## src/rtl/inst_fetch_bridge.sv

```systemverilog
// Fetch bridge: turns the per-cycle IF PC into single-outstanding sram-like
// instruction bus transactions and stalls the pipeline until the word is ready.
module inst_fetch_bridge #(
  parameter logic [31:0] NOP_INSTR = 32'h0000_0000
) (
  input  logic        clk,
  input  logic        rst,
  input  logic [31:0] if_pc,
  input  logic        if_stall,
  input  logic        if_cancel,
  output logic [31:0] if_instr,
  output logic        stallreq_from_if,
  output logic        inst_req,
  output logic        inst_wr,
  output logic [1:0]  inst_size,
  output logic [31:0] inst_addr,
  output logic [31:0] inst_wdata,
  input  logic        inst_addr_ok,
  input  logic        inst_data_ok,
  input  logic [31:0] inst_rdata
);

  typedef enum logic [1:0] {
    S_IDLE,
    S_WAIT_DATA,
    S_DONE,
    S_DISCARD
  } state_e;

  state_e      state_q, state_d;
  logic [31:0] instr_buf_q, instr_buf_d;
  logic        pc_aligned;

  assign pc_aligned = (if_pc[1:0] == 2'b00);

  assign inst_wr    = 1'b0;
  assign inst_size  = 2'b10;
  assign inst_wdata = '0;

  always_ff @(posedge clk) begin
    if (rst) begin
      state_q     <= S_IDLE;
      instr_buf_q <= NOP_INSTR;
    end else begin
      state_q     <= state_d;
      instr_buf_q <= instr_buf_d;
    end
  end

  always_comb begin
    state_d          = state_q;
    instr_buf_d      = instr_buf_q;
    inst_req         = 1'b0;
    inst_addr        = '0;
    stallreq_from_if = 1'b1;
    if_instr         = NOP_INSTR;

    unique case (state_q)
      S_IDLE: begin
        if (!pc_aligned) begin
          // Misaligned PC bypasses the bus; the datapath raises AdEL itself.
          instr_buf_d = NOP_INSTR;
          state_d     = S_DONE;
        end else begin
          inst_req  = 1'b1;
          inst_addr = if_pc;
          if (inst_addr_ok) begin
            state_d = if_cancel ? S_DISCARD : S_WAIT_DATA;
          end
        end
      end

      S_WAIT_DATA: begin
        if (inst_data_ok) begin
          if (if_cancel) begin
            state_d = S_IDLE;
          end else begin
            instr_buf_d = inst_rdata;
            state_d     = S_DONE;
          end
        end else if (if_cancel) begin
          state_d = S_DISCARD;
        end
      end

      S_DISCARD: begin
        if (inst_data_ok) begin
          state_d = S_IDLE;
        end
      end

      S_DONE: begin
        stallreq_from_if = 1'b0;
        if_instr         = instr_buf_q;
        if (if_cancel || !if_stall) begin
          state_d = S_IDLE;
        end
      end

      default: begin
        state_d = S_IDLE;
      end
    endcase

    // Outputs are forced quiet during the reset cycle, not just after it.
    if (rst) begin
      inst_req         = 1'b0;
      inst_addr        = '0;
      stallreq_from_if = 1'b0;
      if_instr         = NOP_INSTR;
    end
  end

endmodule

```

## config.mk

```make
export PLATFORM = sky130hd
export DESIGN_NAME = inst_fetch_bridge
export DESIGN_NICKNAME = d
export VERILOG_FILES = /design/src/rtl/inst_fetch_bridge.sv
export SDC_FILE = /design/constraint.sdc
export NUM_CORES = 1
export LEC_CHECK = 0
export CAP_MARGIN = 20
export CELL_PAD_IN_SITES_DETAIL_PLACEMENT = 1
export CELL_PAD_IN_SITES_GLOBAL_PLACEMENT = 1
export CORE_MARGIN = 5
export CORE_UTILIZATION = 22
export DETAILED_ROUTE_END_ITERATION = 8
export HOLD_SLACK_MARGIN = 0.1
export PLACE_DENSITY_LB_ADDON = 0.1
export SLEW_MARGIN = 30
export SYNTH_ARGS = -nofsm -noshare
export SYNTH_HDL_FRONTEND = slang
export SYNTH_SLANG_ARGS = --single-unit
```

## constraint.sdc

```tcl
create_clock -name clk -period 3.4 [get_ports clk]
set_input_delay 0.68 -clock clk [delete_from_list [all_inputs] [get_ports clk]]
set_output_delay 0.68 -clock clk [all_outputs]
set_load 0.02 [all_outputs]
```

* Word-level counts from Yosys, hierarchy flattened
Cells that the tools add are included.
** Storage, ports and cells
- Input bits :: 70
- Output and inout bits :: 101
- Bits in registers :: 34
** Operators by class
- Reductions and logical operators :: 7
- Multiplexer cells :: 23
- Eq/ne operators :: 10
** Operators with widths (count)
- $mux W32 :: 8
- $pmux W32 S2 :: 1
- $mux W2 :: 8
- $ne A2 B2 Y1 const B :: 5
- $pmux W2 S4 :: 1
- $reduce_and A4 Y1 :: 2
- $ne A3 B3 Y1 const B :: 2
- $mux W1 :: 5
- $eq A2 B2 Y1 const B :: 2
- $logic_not A2 Y1 :: 2
- $eq A2 B1 Y1 const B :: 1
- $reduce_bool A2 Y1 :: 1
- $logic_not A1 Y1 :: 1
- $logic_or A1 B1 Y1 :: 1

* Longest topological paths before layout
- Word-level depth :: 4
- Mapped depth :: 5
- Depth with buffers taken out :: 4

* Worst setup path before layout
Ideal clock, no wire load.
- Path type :: input port to output port
- Start point :: input if_pc[0]
- End point :: output inst_addr[22]
- Buffers on the path :: 1
- Data arrival time :: 1.699 ns
- Stages on the path :: 4
- Data required time :: 2.720 ns
- Slack :: 1.021 ns
- Path through :: or3_4 -> nor3_2 -> buf_2 -> and2_1
** On the way
- Longest elaborated chain between the ends :: 4
** Ends and longest elaborated chain
- start, declared :: line 8 : input logic [31:0] if_pc,
- $logic_not A2 Y1 :: line 34 : assign pc_aligned = (if_pc[1:0] == 2'b00);
- $mux W32 :: line 60 : if (!pc_aligned) begin
- $mux W32 :: line 58 : unique case (state_q)
- $mux W32 :: line 106 : if (rst) begin
- end, declared :: line 16 : output logic [31:0] inst_addr,
No other way between the ends.

* Final worst setup path
- Start point :: input if_pc[0]
- End point :: output inst_addr[30]
The elaborated chain is that of the path after synthesis.

==> run_results.csv <==
group,metric,value,unit
floorplanning,start_util,0.223,
timing,fin_crit_sh,0.975,
drt,first_pass_iters,2,
setup_path,start_kind,"primary input",
grt,grtUsageTotal,0.115,
place,port-buffer-count,133,
timing,finalSetupTns,0,ns
drt,wl_per_cell,13.5,um
worst_hold_path,hold_path_class,"reg -> reg",
synthesis,synthArstFlopShare,0,
cts,htree_levels,2,
setup_path,crit_top_cell,"clkdlybuf4s50_1",
cts,ctsHoldBuffers,0,
drt,drtIter0Drc,67,
drt,ant_nets,0,
setup_path,path_cells,"clkdlybuf4s50_1 -> or3_4 -> nor3_2 -> buf_12 -> and2_1 -> clkdlybuf4s50_1",
final_layout,mostFrequentLayoutCell,"clkdlybuf4s50_1",
floorplanning,die_area,0.0112,mm2
cts,cts_tree,"done",
setup_path,worst_path_largest_cell_delay,0.61,ns
setup_path,cp_data_required_time,2.72,ns
power,p_leak,1.28,nW
run_status,status,"complete, no violations",
power,power_frac_clock,0.290,
setup_path,critPathCaptureType,"output port",
timing,min_period,3.32,ns
drt,routed_wl,6850,um
power,p_sw,0.000301,W
job,timing.max_cap.violations,0,
synthesis,synth_fa_ha_area_frac,0,
cts,cts_made_buffers,5,
timing,tightest_slew,0.649,ns
floorplanning,core,0.00911,mm2
synthesis,ys.flop_type,"dfxtp_1",
power,switching_share,0.302,
cts,clk_path_buf_depth,2,
synthesis,synth_compound_area_frac,0.112,
cts,clk_pin_slew,0.06,ns
setup_path,path_buf_inv,3,
timing,fin_skew,0.00313,ns
timing,rsz0062_at_grt,"no",
synthesis,syn_area_per_cell,7.43,um2
synthesis,synth.distinct_cells,25,
floorplanning,die_h,106,um
synthesis,synth_top_family_by_area,"simple AND/OR/NAND/NOR gates",
power,max-vdd-ir-drop,0.121,mV
cts,cts.sinks,34,
power,share_comb_of_total_power,0.290,
final_layout,nets,468,
drt,route.detailed.drc,0,
setup_path,slowest_stage,"clkdlybuf4s50_1",
grt,globalRoute.totalOverflow,0,
power,p_int,0.000696,W
setup_path,critPathMaxFanout,31,
setup_path,arrival,2.64,ns
final_layout,area_growth,69.9,%
floorplanning,row_count,35,
cts,cts-root-buf,"clkbuf_8",
grt,grt_pass1_wl,10500,um
place,gp_congestion,0.671,
drt,dr_total_vias,2137,
timing,setup_viol_count_final,0,
timing,finalHoldViolCount,0,
final_layout,antenna_cells,0,
power,p_per_area,290,mW/mm2
setup_path,crit_type,"in -> out",
final_layout,final_cell_mix,"131 x clkdlybuf4s50_1, 37 x conb_1, 34 x dfxtp_1",
timing,fmax,0.302,GHz
synthesis,synth_edf_count,0,
setup_path,crit_family,"buffers and inverters",
final_layout,stdcell_area,0.00345,mm2
cts,insertion_delay,0.28,ns
synthesis,synth_xor_area_frac,0,
synthesis,seq_area_frac_synth,0.336,
synthesis,ys_warn_count,0,
place,hpwl,5320,um
synthesis,ys_seq_elements,34,
synthesis,yosys.area_share.simple,0.365,
synthesis,netlist_instances,273,
synthesis,synthMuxAreaShare,0,
power,seq_power_share,0.420,
place,place_area,0.00336,mm2
floorplanning,boundaryPins,171,
final_layout,drive_above_1_share,0.0428,
synthesis,syn-cell-area,0.00203,mm2
floorplanning,fp.dieW,106,um
timing,slew_violations,0,
grt,grt_pass1_vias,2089,
timing,timing.slew.headroom,0.566,
grt,antenna_found_initial,0,
grt,grt_max_degree,38,
drt,vias_per_cell,4.21,
## Yosys cell counts, types with 2 or more instances
| master | number | share of area |
|---|---|---|
| inv_1 | 3 | 0.0056 |
| nor3_2 | 2 | 0.0099 |
| nand3_1 | 33 | 0.081 |
| nand4_1 | 2 | 0.0062 |
| dfxtp_1 | 34 | 0.34 |
| conb_1 | 2 | 0.0037 |
| o21ai_0 | 33 | 0.081 |
| clkbuf_1 | 12 | 0.022 |
| nor2_1 | 32 | 0.059 |
| buf_4 | 37 | 0.14 |
| and2_1 | 30 | 0.093 |
| a21oi_1 | 2 | 0.0049 |
| nand2b_1 | 32 | 0.099 |
| buf_2 | 8 | 0.020 |
## registers in the layout, indices dropped and copies added, names as in the netlist
name         flops
instr_buf_q     32
state_q          2
## cells by family (layout without fill, tap and decap cells)
family / Yosys count / after routing
flops: 34 / 34
compound gates: 41 / 41
other cells: 2 / 37
simple gates: 136 / 136
buf+inv: 60 / 149
## stage by stage
stage	cells	power (W)	worst slack [ns]	hold slack, ns	utilization
4_1_cts	508	0.00102	0.0469	0.507	0.378
2_1_floorplan	308	0.000606	1.02	0.473	-
5_1_grt	508	0.00106	0.00385	0.532	0.378
3_3_place_gp	502	0.000721	0.0703	0.487	0.369
6_report	508	0.000998	0.0846	0.501	0.378
3_5_place_dp	502	0.000721	0.0470	0.493	0.369
## power groups by stage
stage,registers (W),logic (W),clock network [W]
after floorplan,0.000421,0.000185,0
after global placement,0.000428,0.000293,0
after detailed placement,0.000428,0.000293,0
final,0.000419,0.000289,0.000290
after CTS,0.000419,0.000294,0.000309
after global routing,0.000421,0.000314,0.000325
## worst min-delay path: cells and delay by family (launching register included)
kind	cells	cell delay, ns
DFF	1	0.30
AOI/OAI and AO/OA	1	0.08
and+or+nand+nor	1	0.07
## final cells by class
cell class | instances | area (um2)
Fill cell | 1094 | 5660
Timing Repair Buffer | 140 | 1410
Multi-Input combinational cell | 214 | 1120
Sequential cell | 34 | 681
Tap cell | 111 | 139
Clock buffer | 6 | 82.6
Inverter | 3 | 11.3
## path summary, 6_finish.rpt
kind,from,to,slack (ns),depth (start not counted)
worst max register to register,state_q[0]$_SDFFE_PP0P_,instr_buf_q[21]$_SDFFE_PP0P_,1.71,5
worst min-delay path,instr_buf_q[27]$_SDFFE_PP0P_,instr_buf_q[27]$_SDFFE_PP0P_,0.50,2
worst min register to register,instr_buf_q[27]$_SDFFE_PP0P_,instr_buf_q[27]$_SDFFE_PP0P_,0.50,2
worst max-delay path,if_pc[0],inst_addr[30],0.08,6
## routing by layer
| metal | share of wire | vias to the layer above | track usage | wire length [um] |
|---|---|---|---|---|
| met3 | 0.086 | 4 | 0.0383 | 590 |
| met5 | 0 | - | 0 | 0 |
| met4 | 0.0089 | 0 | 0.0268 | 61 |
| met1 | 0.43 | 963 | 0.136 | 2980 |
| li1 | - | 1059 | - | - |
| met2 | 0.47 | 111 | 0.201 | 3220 |
## timing repair
action                                  CTS  global route
gates resized for setup                   0             2
endpoints found under the setup margin    0             2
endpoints found under the hold margin     0             0
buffers inserted                          0             0
Power figures use the tool's default switching activity.
